`config.mk`:
```
export PLATFORM = sky130hd
export DESIGN_NAME = video_timing_gen
export DESIGN_NICKNAME = d
export VERILOG_FILES = /design/src/rtl/video_timing_gen.sv
export SDC_FILE = /design/constraint.sdc
export NUM_CORES = 1
export LEC_CHECK = 0
export BUFFER_PORTS_ARGS = -buffer_cell sky130_fd_sc_hd__buf_2
export CORE_MARGIN = 5
export CORE_UTILIZATION = 60
export DETAILED_ROUTE_END_ITERATION = 8
export GPL_TIMING_DRIVEN = 0
export HOLD_SLACK_MARGIN = 0.12
export PLACE_DENSITY = 0.84
export SYNTH_ARGS = -nofsm -noshare
export SYNTH_HDL_FRONTEND = slang
export SYNTH_SLANG_ARGS = --single-unit
```
`constraint.sdc`:
```
create_clock -name clk -period 3.98 [get_ports clk]
set_input_delay 0.199 -clock clk [delete_from_list [all_inputs] [get_ports clk]]
set_output_delay 0.199 -clock clk [all_outputs]
set_load 0.01 [all_outputs]
```
`src/rtl/video_timing_gen.sv`:
```
// video_timing_gen: parametrised raster timing and PPU row-handshake generator.
// Runs on the system clock; an internal divider produces one pix_en strobe
// every CLK_DIV clocks. All outputs are registered and change on the pix_en clk.
//
// Ports:
//   clk, rst          system clock, asynchronous active-high reset
//   enable            timing runs while high; low clears the raster to idle
//   pix_en            one-clk strobe per pixel
//   hs, vs            sync outputs, active level HS_POL / VS_POL
//   de                visible-pixel data enable
//   x, y              coordinates of the pixel currently presented
//   rowram_swap       one-clk pulse at the start of each new source row
//   next_row          source row the PPU renders next
//   vblank_start      one-clk pulse entering line V_ACTIVE
//   vblank_end_soon   one-clk pulse entering line V_TOTAL-PREFETCH_LINES
//   frame_cnt         completed frames, wraps
module video_timing_gen #(
    parameter int unsigned H_ACTIVE       = 640,
    parameter int unsigned H_FP           = 16,
    parameter int unsigned H_SYNC         = 96,
    parameter int unsigned H_BP           = 48,
    parameter int unsigned V_ACTIVE       = 480,
    parameter int unsigned V_FP           = 10,
    parameter int unsigned V_SYNC         = 2,
    parameter int unsigned V_BP           = 33,
    parameter int unsigned CLK_DIV        = 2,
    parameter int unsigned SCALE          = 2,
    parameter int unsigned PREFETCH_LINES = 2,
    parameter bit          HS_POL         = 1'b0,
    parameter bit          VS_POL         = 1'b0,
    localparam int unsigned H_TOTAL = H_ACTIVE + H_FP + H_SYNC + H_BP,
    localparam int unsigned V_TOTAL = V_ACTIVE + V_FP + V_SYNC + V_BP,
    localparam int unsigned ROWS    = V_ACTIVE / SCALE,
    localparam int unsigned HW      = (H_TOTAL > 1) ? $clog2(H_TOTAL) : 1,
    localparam int unsigned VW      = (V_TOTAL > 1) ? $clog2(V_TOTAL) : 1,
    localparam int unsigned RW      = (ROWS > 1) ? $clog2(ROWS) : 1
) (
    input  logic          clk,
    input  logic          rst,
    input  logic          enable,
    output logic          pix_en,
    output logic          hs,
    output logic          vs,
    output logic          de,
    output logic [HW-1:0] x,
    output logic [VW-1:0] y,
    output logic          rowram_swap,
    output logic [RW-1:0] next_row,
    output logic          vblank_start,
    output logic          vblank_end_soon,
    output logic [15:0]   frame_cnt
);

    localparam int unsigned DW = (CLK_DIV > 1) ? $clog2(CLK_DIV) : 1;
    localparam int unsigned SW = (SCALE > 1) ? $clog2(SCALE) : 1;

    localparam int unsigned HS_START = H_ACTIVE + H_FP;
    localparam int unsigned HS_END   = H_ACTIVE + H_FP + H_SYNC;
    localparam int unsigned VS_START = V_ACTIVE + V_FP;
    localparam int unsigned VS_END   = V_ACTIVE + V_FP + V_SYNC;
    localparam int unsigned VBES_Y   = V_TOTAL - PREFETCH_LINES;

    // Elaboration-time parameter sanity checks
    if (SCALE < 1 || (V_ACTIVE % SCALE) != 0) begin : g_bad_scale
        $error("video_timing_gen: V_ACTIVE must be a non-zero multiple of SCALE");
    end
    if (CLK_DIV < 1) begin : g_bad_div
        $error("video_timing_gen: CLK_DIV must be >= 1");
    end
    // The upper bound excludes the line where vblank_start already fires.
    if (PREFETCH_LINES < 1 || PREFETCH_LINES >= V_FP + V_SYNC + V_BP) begin : g_bad_prefetch
        $error("video_timing_gen: PREFETCH_LINES out of range");
    end

    // h_cnt/v_cnt hold the position of the pixel that the next pix_en presents.
    logic [DW-1:0] div_cnt;
    logic [HW-1:0] h_cnt;
    logic [VW-1:0] v_cnt;
    // Output line index within the current source row (0..SCALE-1).
    logic [SW-1:0] scale_cnt;

    logic tick_c;
    logic line_start_c;
    logic h_last_c;
    logic v_last_c;
    logic active_line_c;
    logic swap_c;
    logic vbs_c;
    logic vbes_c;
    logic frame_wrap_c;
    logic de_c;
    logic hs_act_c;
    logic vs_act_c;

    // Pixel strobe and raster decode for the pixel about to be presented
    assign tick_c        = enable && (32'(div_cnt) == CLK_DIV - 1);
    assign line_start_c  = tick_c && (h_cnt == '0);
    assign h_last_c      = (32'(h_cnt) == H_TOTAL - 1);
    assign v_last_c      = (32'(v_cnt) == V_TOTAL - 1);
    assign active_line_c = (32'(v_cnt) < V_ACTIVE);
    assign swap_c        = line_start_c && active_line_c && (scale_cnt == '0);
    assign vbs_c         = line_start_c && (32'(v_cnt) == V_ACTIVE);
    assign vbes_c        = line_start_c && (32'(v_cnt) == VBES_Y);
    // A frame completes when (0,0) is presented right after the last line;
    // the first (0,0) after reset or re-enable is not a completed frame.
    assign frame_wrap_c  = line_start_c && (v_cnt == '0) && (32'(y) == V_TOTAL - 1);
    assign de_c          = (32'(h_cnt) < H_ACTIVE) && active_line_c;
    assign hs_act_c      = (32'(h_cnt) >= HS_START) && (32'(h_cnt) < HS_END);
    assign vs_act_c      = (32'(v_cnt) >= VS_START) && (32'(v_cnt) < VS_END);

    // Divider, raster counters and registered outputs
    always_ff @(posedge clk or posedge rst) begin
        if (rst) begin
            div_cnt         <= '0;
            h_cnt           <= '0;
            v_cnt           <= '0;
            scale_cnt       <= '0;
            pix_en          <= 1'b0;
            hs              <= ~HS_POL;
            vs              <= ~VS_POL;
            de              <= 1'b0;
            x               <= '0;
            y               <= '0;
            rowram_swap     <= 1'b0;
            next_row        <= '0;
            vblank_start    <= 1'b0;
            vblank_end_soon <= 1'b0;
            frame_cnt       <= '0;
        end else if (!enable) begin
            // Idle: everything back to its start state except frame_cnt
            div_cnt         <= '0;
            h_cnt           <= '0;
            v_cnt           <= '0;
            scale_cnt       <= '0;
            pix_en          <= 1'b0;
            hs              <= ~HS_POL;
            vs              <= ~VS_POL;
            de              <= 1'b0;
            x               <= '0;
            y               <= '0;
            rowram_swap     <= 1'b0;
            next_row        <= '0;
            vblank_start    <= 1'b0;
            vblank_end_soon <= 1'b0;
        end else begin
            pix_en          <= tick_c;
            rowram_swap     <= swap_c;
            vblank_start    <= vbs_c;
            vblank_end_soon <= vbes_c;
            div_cnt         <= tick_c ? '0 : div_cnt + DW'(1);

            if (tick_c) begin
                x  <= h_cnt;
                y  <= v_cnt;
                de <= de_c;
                hs <= hs_act_c ? HS_POL : ~HS_POL;
                vs <= vs_act_c ? VS_POL : ~VS_POL;
                if (h_last_c) begin
                    h_cnt <= '0;
                    v_cnt <= v_last_c ? '0 : v_cnt + VW'(1);
                end else begin
                    h_cnt <= h_cnt + HW'(1);
                end
            end

            // next_row walks 1..ROWS-1 then 0; it starts from 0 every frame
            if (swap_c) begin
                next_row <= (32'(next_row) == ROWS - 1) ? '0 : next_row + RW'(1);
            end else if (vbs_c) begin
                next_row <= '0;
            end

            if (line_start_c && active_line_c) begin
                scale_cnt <= (32'(scale_cnt) == SCALE - 1) ? '0 : scale_cnt + SW'(1);
            end

            if (frame_wrap_c) begin
                frame_cnt <= frame_cnt + 16'd1;
            end
        end
    end

endmodule
```
==> impl_metrics.ini <==
[setup_path]
slowest_delay_ns = 0.65
cp_cell_sequence = inv_1 > ha_1 > or4b_2 > nor4b_2 > nand4_2 > nor3_1 > xor2_1
critPathLaunchType = register
crit_path_end_kind = register
crit_start = h_cnt[0]
r2r-end = frame_cnt[13]
critPathKind = register to register
r2r-start = h_cnt[0]
worstPathArrival_ns = 2.74
crit_required_ns = 4.24
reg2reg_depth = 7
worst_path_max_delay_cell = or4b_2
crit_end = frame_cnt[13]
ff2ff_setup_slack_ns = 1.50
worstPathMaxFanout = 7

[power_and_ir_drop]
power.leakage_nw = 2.102
p_seq_share_pct = 50.6
power_frac_clock_pct = 42.7
swShare_pct = 22.76
internal-power_mw = 1.161
ir_drop_v = 0.0001984
p_per_area_nw_per_um2 = 353.9
p_switching_mw = 0.3420
p_comb_share_pct = 6.8

[placement]
io_buffers = 53
gp_congestion = 0.8209
dp_hpwl_um = 5658
place_inst = 485

[route]
wl_per_cell_um = 16.34
firstDrtPassIters = 4
final_antenna_net_count = 0
vias = 2931
drc = 0
drtIter0Drc = 184
via_per_inst = 5.839
routed_wl_um = 8203

[layout]
drive_gt1_share_pct = 20.84
fillers = 417
nets = 431
post_layout_nonfiller_instances = 502
syn2layout_area_growth_pct = 16.39
diodes = 0

[synth]
synth_warnings = 0
post_synth_num_cell_types = 49
syn_avg_cell_area_sq_um = 10.22
ys_seq_elements = 73
synth_seq_area_share_pct = 50.14
synthArstFlopShare_pct = 100.0
ys.flop_type = dfrtp_1
syn-num-nets = 366
synth_area_sq_um = 3648
synthCells = 357
synth_edf_count = 0

[clocking]
clock_path_buffers = 2
cts_root_buffer = clkbuf_8
cts_tree = built
clkSlewWorstSetupHoldPaths_ns = 0.07
clkLatencyLatePin_ns = 0.35
h-tree-depth = 3
hold_buffers = 1
clock-sinks = 73
postCtsSetupBuffers = 0
numCtsBuffers = 9
cts_resized = 0

[floorplan]
fp.dieArea_sq_um = 7740
initial_core_util_pct = 61.62
coreArea_sq_um = 5921
die_y_um = 87.98
rows = 28
pin_count = 54
die_w_um = 87.98

[grt]
grt_pass1_wl_um = 14020
antenna_found_initial = 0
grt-ovfl-total = 0
grt_pass1_vias = 2905
grt_max_degree = 74
grt_util_all_layers_pct = 23.50

[timing]
fin_setup_tns_ns = 0
period_needed_ns = 2.475
rsz0062_at_grt = no
tightest_slew_ns = 0.8695
fmax_mhz = 404.0
hold_viol = 0
fin_skew_ns = 0.007423
final-setup-viol-count = 0
relSlewSlack_pct = 42.04
final_max_slew_viol_count = 0
post-route-period-util_pct = 62.19
hold_ws_ns = 0.3345

[status]
outcome = finished clean

[run]
cap_violations = 0

[min_path]
hold_class = primary input to register
per-stage QoR:
stage	worst slack [ns]	total power, mW	cell area, sq um	utilization (%)
6_report	1.505	1.503	4247	71.72
5_1_grt	1.251	1.553	4247	71.72
4_1_cts	1.528	1.506	4247	71.72
3_5_place_dp	1.569	0.8744	4010	67.73
3_3_place_gp	1.101	0.8713	4008	67.69
2_1_floorplan	1.768	0.8464	3649	-
power by group through the flow:
stage / sequential [mW] / combinational, mW / clock, mW
after global routing: 0.761 / 0.115 / 0.678
after detailed placement: 0.774 / 0.100 / 0
after floorplan: 0.774 / 0.0720 / 0
after CTS: 0.760 / 0.103 / 0.643
after global placement: 0.774 / 0.0976 / 0
final: 0.760 / 0.102 / 0.642
synthesized netlist by cell type (2+ instances only):
library cell | number | area share [%]
a21oi_1 | 10 | 1.4
nand3_1 | 20 | 2.7
a21o_1 | 2 | 0.41
nor4bb_1 | 2 | 0.55
o21ai_0 | 7 | 0.96
clkbuf_1 | 8 | 0.82
nor4_1 | 5 | 0.86
nor4b_2 | 4 | 1.6
o22ai_1 | 2 | 0.34
or4_1 | 4 | 0.82
o31ai_1 | 3 | 0.62
dfstp_2 | 2 | 1.4
xnor2_1 | 6 | 1.4
nand4_1 | 12 | 2.1
and3_1 | 7 | 1.2
nor3_1 | 15 | 2.1
nand4b_1 | 3 | 0.72
mux2i_1 | 24 | 6.6
buf_2 | 3 | 0.41
nor2_1 | 48 | 4.9
nand2_1 | 22 | 2.3
nand2b_1 | 4 | 0.69
or3_1 | 3 | 0.51
dfrtp_1 | 71 | 49
a31o_2 | 2 | 0.48
xor2_1 | 22 | 5.3
ha_1 | 6 | 2.1
buf_1 | 4 | 0.41
nor4b_1 | 4 | 0.96
inv_1 | 13 | 1.3
final cells by class:
cell class / instances / area, sq um / share of cell area (%)
Clock buffer: 15 / 196.4 / 4.626
Clock inverter: 1 / 30.03 / 0.7071
Sequential cell: 73 / 1829 / 43.08
Timing Repair Buffer: 54 / 275.3 / 6.482
Buffer: 16 / 71.32 / 1.679
Tap cell: 75 / 93.84 / 2.210
Inverter: 14 / 55.05 / 1.296
Multi-Input combinational cell: 254 / 1695 / 39.92
metal layers:
layer	share of wire, %	vias up	track usage [%]
met1	44	1434	30.65
met3	5.3	18	5.268
met2	49	81	37.60
met5	0	-	0
li1	-	1398	-
met4	1.9	0	10.46
worst max-delay path: cells and delay by family (launching register included):
kind,cells,cell delay (ns)
buffers and inverters,1,0.12
xor gates and xnor gates,1,0.19
DFF,1,0.44
adders and majority gates,1,0.16
and+or+nand+nor,4,1.48
state kept, by name (all words and copies together) (netlist names):
register / count
frame_cnt: 16
h_cnt: 10
v_cnt: 10
x: 10
y: 10
next_row: 8
de: 1
div_cnt: 1
hs: 1
pix_en: 1
rowram_swap: 1
scale_cnt: 1
vblank_end_soon: 1
vblank_start: 1
vs: 1
cell families after synthesis:
group	count (synthesis)	synth area share, %
muxes	25	6.893
DFF	73	50.14
and+or+nand+nor	164	24.97
AOI/OAI and AO/OA	31	5.830
xor gates and xnor gates	28	6.721
adders and majority gates	6	2.058
buffers and inverters	30	3.395
cell usage in the layout (no fill, tap or decap), types with 2 or more instances in the layout:
cell type / instances
a21o_1: 2
a21oi_1: 10
a31o_2: 2
and3_1: 7
buf_1: 4
buf_2: 56
clkbuf_1: 9
clkbuf_8: 14
dfrtp_1: 71
dfstp_2: 2
ha_1: 6
inv_1: 12
mux2i_1: 24
nand2_1: 22
nand2b_1: 4
nand3_1: 20
nand4_1: 12
nand4b_1: 3
nor2_1: 48
nor3_1: 15
nor4_1: 5
nor4b_1: 4
nor4b_2: 4
nor4bb_1: 2
o21ai_0: 7
o22ai_1: 2
o31ai_1: 3
or3_1: 3
or4_1: 4
xnor2_1: 6
xor2_1: 22
how the worst min path moves through the flow:
stage,from,endpoint,slack (ns),depth (start not counted)
detailed placement,rst,frame_cnt[15],0.44,2
CTS,enable,vs,0.32,3
finish,enable,vs,0.33,3
global placement,frame_cnt[15],frame_cnt[15],0.45,1
global route,enable,vs,0.35,3
floorplan,enable,vs,0.50,2
No activity file was read; power rests on OpenSTA's default activity.
